<file path="config.mk">
export PLATFORM = sky130hd
export DESIGN_NAME = util_cpack2_timestamp_sched
export DESIGN_NICKNAME = d
export VERILOG_FILES = /design/src/rtl/util_cpack2_timestamp_sched.sv
export SDC_FILE = /design/constraint.sdc
export NUM_CORES = 1
export LEC_CHECK = 0
export ABC_AREA = 1
export CAP_MARGIN = 20
export CORE_MARGIN = 2
export CORE_UTILIZATION = 38
export CTS_CLUSTER_SIZE = 20
export DETAILED_ROUTE_END_ITERATION = 10
export PLACE_DENSITY = 0.78
export SETUP_SLACK_MARGIN = 0.5
export SKIP_CTS_REPAIR_TIMING = 1
export SLEW_MARGIN = 20
export SYNTH_ARGS = -nofsm -noshare
export SYNTH_HDL_FRONTEND = slang
export SYNTH_SLANG_ARGS = --single-unit
</file>
<file path="constraint.sdc">
create_clock -name dma_clk -period 2.2 [get_ports dma_clk]
set_clock_uncertainty 0.1 [all_clocks]
set_input_delay 0.55 -clock dma_clk [delete_from_list [all_inputs] [get_ports dma_clk]]
set_output_delay 0.55 -clock dma_clk [all_outputs]
set_load 0.03 [all_outputs]
</file>
<file path="src/rtl/util_cpack2_timestamp_sched.sv">
`default_nettype none
// +----------------------------------------------------------------------------+
// | Module  : util_cpack2_timestamp_sched                                      |
// | Purpose : Write-port scheduler for the timestamped packed FIFO. Interleaves|
// |           64-bit timestamp headers with blocks of timestamp_every sample   |
// |           words and aborts the open block on downstream overflow.          |
// | Option  : `define UTIL_CPACK2_TIMESTAMP_SCHED_DROP_COUNT_EN adds a 16-bit  |
// |           saturating abort_count output.                                   |
// | Revision: 1.0 - initial release                                            |
// +----------------------------------------------------------------------------+
module util_cpack2_timestamp_sched #(
  parameter int DATA_WIDTH  = 64,
  parameter int COUNT_WIDTH = 32
) (
  input  logic                   dma_clk,
  input  logic                   dma_resetn,
  input  logic [63:0]            timestamp,
  input  logic [COUNT_WIDTH-1:0] timestamp_every,
  input  logic                   s_valid,
  output logic                   s_ready,
  input  logic                   s_sync,
  input  logic [DATA_WIDTH-1:0]  s_data,
  output logic                   wr_en,
  output logic                   wr_sync,
  output logic [DATA_WIDTH-1:0]  wr_data,
  input  logic                   wr_overflow,
  output logic                   block_active
`ifdef UTIL_CPACK2_TIMESTAMP_SCHED_DROP_COUNT_EN
  ,
  output logic [15:0]            abort_count
`endif
);

  typedef enum logic [0:0] {
    ST_IDLE = 1'b0,
    ST_DATA = 1'b1
  } state_t;

  state_t                 r_state;
  logic [COUNT_WIDTH-1:0] r_remaining;
  logic [COUNT_WIDTH-1:0] r_n_latched;

  logic                   w_pass;
  logic [DATA_WIDTH-1:0]  w_ts_ext;

  // Passthrough mode: idle with timestamping disabled by the latched block length
  assign w_pass = (r_state == ST_IDLE) && (r_n_latched == '0);

  // Samples are consumed in passthrough, or inside a block unless it is being aborted
  assign s_ready = dma_resetn &&
                   (w_pass || ((r_state == ST_DATA) && !wr_overflow));

  assign block_active = (r_state == ST_DATA);

  // Header word is the timestamp zero-extended to the data width
  always_comb begin
    w_ts_ext       = '0;
    w_ts_ext[63:0] = timestamp;
  end

  // Scheduler FSM with registered write-port outputs
  always_ff @(posedge dma_clk or negedge dma_resetn) begin
    if (!dma_resetn) begin
      r_state     <= ST_IDLE;
      r_remaining <= '0;
      r_n_latched <= '0;
      wr_en       <= 1'b0;
      wr_sync     <= 1'b0;
      wr_data     <= '0;
    end else begin
      wr_en <= 1'b0;
      case (r_state)
        ST_IDLE: begin
          // Block length is re-sampled every idle cycle, frozen while in a block
          r_n_latched <= timestamp_every;
          if (w_pass) begin
            if (s_valid) begin
              wr_en   <= 1'b1;
              wr_data <= s_data;
              wr_sync <= s_sync;
            end
          end else if (s_valid) begin
            // Sample is held back; the header goes out first and carries sync
            wr_en       <= 1'b1;
            wr_data     <= w_ts_ext;
            wr_sync     <= 1'b1;
            r_remaining <= r_n_latched;
            r_state     <= ST_DATA;
          end
        end
        ST_DATA: begin
          if (wr_overflow) begin
            // Abort: the next block restarts with a fresh header
            r_state <= ST_IDLE;
          end else if (s_valid) begin
            wr_en   <= 1'b1;
            wr_data <= s_data;
            wr_sync <= 1'b0;
            if (r_remaining > 1) begin
              r_remaining <= r_remaining - 1'b1;
            end else begin
              r_state <= ST_IDLE;
            end
          end
        end
        default: begin
          r_state <= ST_IDLE;
        end
      endcase
    end
  end

`ifdef UTIL_CPACK2_TIMESTAMP_SCHED_DROP_COUNT_EN
  // Saturating count of cycles in which an open block was aborted
  always_ff @(posedge dma_clk or negedge dma_resetn) begin
    if (!dma_resetn) begin
      abort_count <= 16'h0000;
    end else if ((r_state == ST_DATA) && wr_overflow && (abort_count != 16'hFFFF)) begin
      abort_count <= abort_count + 16'h0001;
    end
  end
`endif

endmodule
`default_nettype wire
</file>
==> reports/qor.yml, run 1 <==
run_status:
  outcome: "finished, violations left"
  violations: "negative setup slack"
grt:
  track_usage: 0.222
  antenna_found_initial: 0
  grt_pass1_vias: 7637
  grt.overflow.total: 0
  grt_first_pass_wirelength_um: 39100
  grt_max_degree: 132
die:
  fp.dieW_um: 148
  std_cell_rows: 52
  ioPinCount: 233
  start_util: 0.390
  core_area_um2: 20400
  die-area_um2: 22000
  die_height_um: 148
worst_setup_path:
  cp_max_fo: 3
  critPathKind: "reg -> out"
  critPathMaxStageDelay_ns: 0.40
  end_kind: "output pin"
  cpMaxStageDelayCell: "dfrtp_1"
  critPathRequiredTime_ns: 1.55
  cp_cell_sequence: "nor2_1 > nand2_1 > nor2_2 > nand2_2 > nor2_2 > nand2_2 > a21boi_4 > buf_6"
  crit_arrival_ns: 1.75
  crit_path_start_kind: "flop"
job:
  cap_viol_max_count: 0
routing:
  firstDrtPassIters: 5
  drt-met1-wl_um: 12400
  routed_via_density: 5.12
  wl_met3_um: 1810
  wl_per_cell_um: 16.8
  postRouteAntennaNets: 0
  dr.first_iter.drc_count: 872
  wl_um: 29000
  post-route-drc-count: 0
  via_count: 8838
  wl_met2_um: 13900
  top_layer: "met4"
yosys:
  ys_seq_area_frac: 0.413
  synth_top_flop_cell: "dfrtp_1"
  yosys_warnings: 0
  async_reset_ff_frac: 1.00
  syn_inst: 1181
  synth-seq-cells: 131
  synth_edf_count: 0
  synthDistinctLibCells: 31
  syn-cell-area_um2: 7930
  avgSynthCellArea_um2: 6.72
  syn_nets: 1348
final_layout:
  n_antenna_cell: 0
  multi_input_area_um2: 4260
  final_common_cell: "nand2_1"
  syn2layout_area_growth_pct: 49.0
  n_fill_cell: 1800
  final_cell_mix: "nand2_1, clkdlybuf4s50_1, nand3_1"
  postLayoutCoreUtil: 0.580
  drive_gt1_frac: 0.173
  seq_area_um2: 3280
  fin_cells: 1725
  nets: 1609
timing:
  fmax_mhz: 416
  tightest_slew_ns: 0.762
  fin_ws_ns: -0.204
  setup-violations-final: 1
  drv_slew: 0
  rsz0062_at_grt: "yes"
  hold_viol: 0
  min_period_over_period: 1.09
  slew_headroom: 0.492
  period_minus_slack_ns: 2.40
  setup_tns_ns: -0.204
clocking:
  path_clk_slew_ns: 0.06
  clockBufferDepth: 2
  htree_levels: 4
  cts_tree: "built"
  cts.root.buffer_cell: "clkbuf_16"
  cts_sinks: 131
  numCtsBuffers: 17
  clock_latency_ns: 0.43
placed_design:
  gp_congestion: 0.930
  dp.cells: 1642
  port_buffers: 232
  dp_hpwl_um: 17100
power_and_ir_drop:
  finalPower_w: 0.0120
  ir_worst_vdd_uv: 552
  power.leakage_nw: 5.89
  power_density_nw_per_um2: 1010
min_path:
  holdCritPathClass: "in -> async"
final cells by class:
class	count	share of cell area
tap	270	0.0286
inverter	37	0.0120
clock inverter	13	0.0147
sequential	131	0.278
multi-input combinational	954	0.360
clock buffer	19	0.0375
timing repair buffer	301	0.270
cell families after synthesis:
logic type      synth area share
compound gates            0.0322
flops                      0.413
fa+ha+maj                0.00315
simple gates               0.489
buf+inv                   0.0599
xor+xnor                 0.00221
power breakdown:
| group | leakage (nW) | internal [W] | total [W] | switching (W) |
|---|---|---|---|---|
| logic | 3.99 | 0.00208 | 0.00513 | 0.00304 |
| registers | 1.60 | 0.00310 | 0.00381 | 0.000713 |
| clock network | 0.296 | 0.00184 | 0.00304 | 0.00121 |
| total | 5.89 | 0.00702 | 0.0120 | 0.00497 |
sequential cells by signal (all words and copies together) (netlist names):
name	cells
r_n_latched	32
wr_data	64
block_active	1
r_remaining	32
wr_en	1
wr_sync	1
worst max-delay path: cells and delay by family, from the launching register on:
family / cells / cell delay (ns)
AO/OA/AOI/OAI: 1 / 0.13
buffers and inverters: 1 / 0.15
flip-flops: 1 / 0.40
AND/OR/NAND/NOR: 6 / 0.64
through the flow:
stage / area [um2] / worst slack [ns] / hold WS, ns
floorplan: 7950 / 0.377 / 0.154
global placement: 10600 / 0.00199 / 0.386
detailed placement: 10600 / -0.0204 / 0.387
CTS: 11200 / -0.382 / 0.202
global route: 11800 / -0.286 / 0.199
finish: 11800 / -0.204 / 0.144
per-layer routing:
metal	track usage	vias up
met5	0	-
met4	0.0852	0
met3	0.0448	64
met2	0.357	367
met1	0.296	4161
li1	-	4246
worst paths after layout:
check,start,to,slack (ns),depth (start not counted)
max reg2reg,r_n_latched[21],wr_data[59],0.10,13
max,r_n_latched[21],s_ready,-0.20,8
min in group dma_clk,wr_data[34],wr_data[34],0.40,2
max in group asynchronous,dma_resetn,wr_data[11],1.23,2
min,dma_resetn,r_n_latched[7],0.14,2
min reg2reg,wr_data[34],wr_data[34],0.40,2
Yosys cell counts, types with 5 or more instances:
cell type    n  share of area
nand2_1    550           0.26
nand3_1    152          0.096
dfrtp_1    131           0.41
nor2_1     107          0.051
or2_2       47          0.037
inv_1       34          0.016
clkbuf_1    29          0.014
or2_1       23          0.018
o21ai_0     20          0.013
buf_4       18          0.017
a21oi_1      9         0.0057
nand4_1      9         0.0071
buf_2        8         0.0050
nand2_4      7         0.0099
a31oi_1      5         0.0039
o21bai_1     5         0.0047
Power figures use the tool's default switching activity.
==> inputs of run 2 (changes only) <==
--- a/config.mk
+++ b/config.mk
@@ -11,6 +11,7 @@
 export CORE_UTILIZATION = 38
 export CTS_CLUSTER_SIZE = 20
 export DETAILED_ROUTE_END_ITERATION = 10
+export GPL_ROUTABILITY_DRIVEN = 0
 export PLACE_DENSITY = 0.78
 export SETUP_SLACK_MARGIN = 0.5
 export SKIP_CTS_REPAIR_TIMING = 1
==> run 2 against run 1 <==
Critical path type unchanged. First-iteration DRC count shrank 19%. Critical path depth is the same. Power grew 2.1%. Design area grew 4.8%. The run still ends with negative setup slack left.
==> reports/qor.yml, run 2 (synthesized netlist as in run 1, its figures left out) <==
timing:
  slew_headroom: 0.440  # was 0.492
  drv_slew: 0  # unchanged
  rsz0062_at_grt: "yes"  # unchanged
  period_minus_slack_ns: 2.42  # was 2.40 ns
  fin_ws_ns: -0.218  # was -0.204 ns
  min_period_over_period: 1.10  # was 1.09
  setup-violations-final: 1  # unchanged
  tightest_slew_ns: 0.840  # was 0.762 ns
  hold_viol: 0  # unchanged
  fmax_mhz: 414  # was 416 MHz
final_layout:
  largestRegisters: "wr_data x64, r_n_latched x32, r_remaining x32"  # unchanged
  final_common_cell: "nand2_1"  # unchanged
  syn2layout_area_growth_pct: 56.1  # was 49.0%
  nets: 1607  # was 1609
  fin_cells: 1724  # was 1725
  drive_gt1_frac: 0.269  # was 0.173
  n_fill_cell: 1737  # was 1800
  largest_reg_flops: 64  # unchanged
  seq_area_um2: 3290  # was 3280 um2
  multi_input_area_um2: 4900  # was 4260 um2
  largest_register: "wr_data"  # unchanged
  final_cell_mix: "nand2_1, clkdlybuf4s50_1, dfrtp_1"  # was nand2_1, clkdlybuf4s50_1, nand3_1
grt:
  grt_max_degree: 132  # unchanged
  use_met2: 0.356  # was 0.357
  track_usage: 0.220  # was 0.222
  met3_usage: 0.0448  # unchanged
  grt.overflow.total: 0  # unchanged
  grt_first_pass_wirelength_um: 39000  # was 39100 um
  antenna_found_initial: 1  # was 0
  grt_pass1_vias: 7623  # was 7637
  top_usage_layer: "met2"  # unchanged
  met1_usage: 0.292  # was 0.296
routing:
  routed_via_density: 5.25  # was 5.12
  postRouteAntennaNets: 0  # unchanged
  dr.first_iter.drc_count: 702  # was 872
  firstDrtPassIters: 7  # was 5
  wl_um: 30000  # was 29000 um
  via_count: 9043  # was 8838
  post-route-drc-count: 0  # unchanged
  wl_per_cell_um: 17.4  # was 16.8 um
worst_setup_path:
  cp_cell_sequence: "nor2_2 > nand2_1 > nor2_2 > nand2_2 > nor2_2 > nand2_2 > a21boi_4 > buf_6"  # was nor2_1 > nand2_1 > nor2_2 > nand2_2 > nor2_2 > nand2_2 > a21boi_4 > buf_6
  end_kind: "output pin"  # unchanged
  critPathRequiredTime_ns: 1.55  # about the same
  cp_max_fo: 3  # unchanged
  critPathKind: "reg -> out"  # unchanged
  worst-path-buf-inv: 1  # unchanged
  crit_path_start_kind: "flop"  # unchanged
  cpMostUsedCell: "nor2_2"
  cpMaxStageDelayCell: "dfrtp_1"  # unchanged
  crit_family: "simple AND/OR/NAND/NOR gates"  # unchanged
  crit_arrival_ns: 1.77  # was 1.75 ns
  critPathMaxStageDelay_ns: 0.42  # was 0.40 ns
clocking:
  cts_sinks: 131  # unchanged
  path_clk_slew_ns: 0.06  # about the same
  htree_levels: 4  # unchanged
  clockBufferDepth: 2  # unchanged
  cts_tree: "built"  # unchanged
  clock_latency_ns: 0.42  # was 0.43 ns
  numCtsBuffers: 17  # unchanged
  cts.root.buffer_cell: "clkbuf_16"  # unchanged
die:
  ioPinCount: 233  # unchanged
  core_area_um2: 20400  # unchanged
  die_height_um: 148  # unchanged
  start_util: 0.390  # unchanged
  die-area_um2: 22000  # unchanged
  std_cell_rows: 52  # unchanged
  fp.dieW_um: 148  # unchanged
run_status:
  outcome: "finished, violations left"  # unchanged
  violations: "negative setup slack"  # unchanged
power_and_ir_drop:
  power.leakage_nw: 6.09  # was 5.89 nW
  power_density_nw_per_um2: 988  # was 1010 nW/um2
  ir_worst_vdd_uv: 512  # was 552 uV
job:
  cap_viol_max_count: 0  # unchanged
placed_design:
  dp_hpwl_um: 17100  # about the same
  port_buffers: 232  # unchanged
  dp.cells: 1643  # was 1642
  place_ws_ns: -0.0487  # was -0.0204 ns
min_path:
  holdCritPathClass: "in -> async"  # unchanged
-- run 2: cell types whose count changed in the layout (fill, tap and decap cells not counted), sizes merged, moves of 3 or more --
cell,before,now
clkbuf,51,63
bufinv,3,0
clkinvlp,2,5
buf,107,93
-- run 2: layer usage --
| layer | part of all wire | up-vias | routed length (um) |
|---|---|---|---|
| met1 | 0.41 | 4261 | 12300 |
| met5 | 0 | - | 0 |
| li1 | - | 4241 | - |
| met3 | 0.073 | 102 | 2200 |
| met4 | 0.041 | 0 | 1220 |
| met2 | 0.48 | 439 | 14400 |
-- run 2: final cells by class --
class	instances	area share
multi-input combinational	955	0.395
clock buffer	20	0.0369
timing repair buffer	298	0.254
sequential	131	0.265
antenna	1	0.000202
tap	270	0.0273
clock inverter	12	0.00788
inverter	37	0.0133
-- run 2: per-stage QoR --
step | TNS (ns) | utilization | hold slack, ns | power, W | area [um2]
floorplan | 0 | - | 0.154 | 0.00664 | 7950
global route | -1.08 | 0.608 | 0.192 | 0.0129 | 12400
global placement | -0.0438 | 0.519 | 0.385 | 0.00836 | 10600
finish | -0.218 | 0.608 | 0.0814 | 0.0122 | 12400
detailed placement | -0.0487 | 0.519 | 0.393 | 0.00847 | 10600
CTS | -0.369 | 0.546 | 0.215 | 0.0112 | 11100
-- run 2: power breakdown --
part	total, W	switching, W	internal [W]
combinational	0.00560	0.00336	0.00224
clock	0.00273	0.00121	0.00152
sequential	0.00390	0.000800	0.00310
total	0.0122	0.00537	0.00686
-- run 2: final timing paths --
| kind | slack, ns | startpoint | endpoint | depth (start not counted) |
|---|---|---|---|---|
| min | 0.08 | dma_resetn | r_remaining[5] | 2 |
| min in group dma_clk | 0.40 | wr_data[60] | wr_data[60] | 2 |
| max in group asynchronous | 1.15 | dma_resetn | block_active | 2 |
| min reg2reg | 0.40 | wr_data[60] | wr_data[60] | 2 |
| max | -0.22 | r_n_latched[31] | s_ready | 8 |
| max reg2reg | 0.11 | r_n_latched[31] | wr_data[47] | 13 |
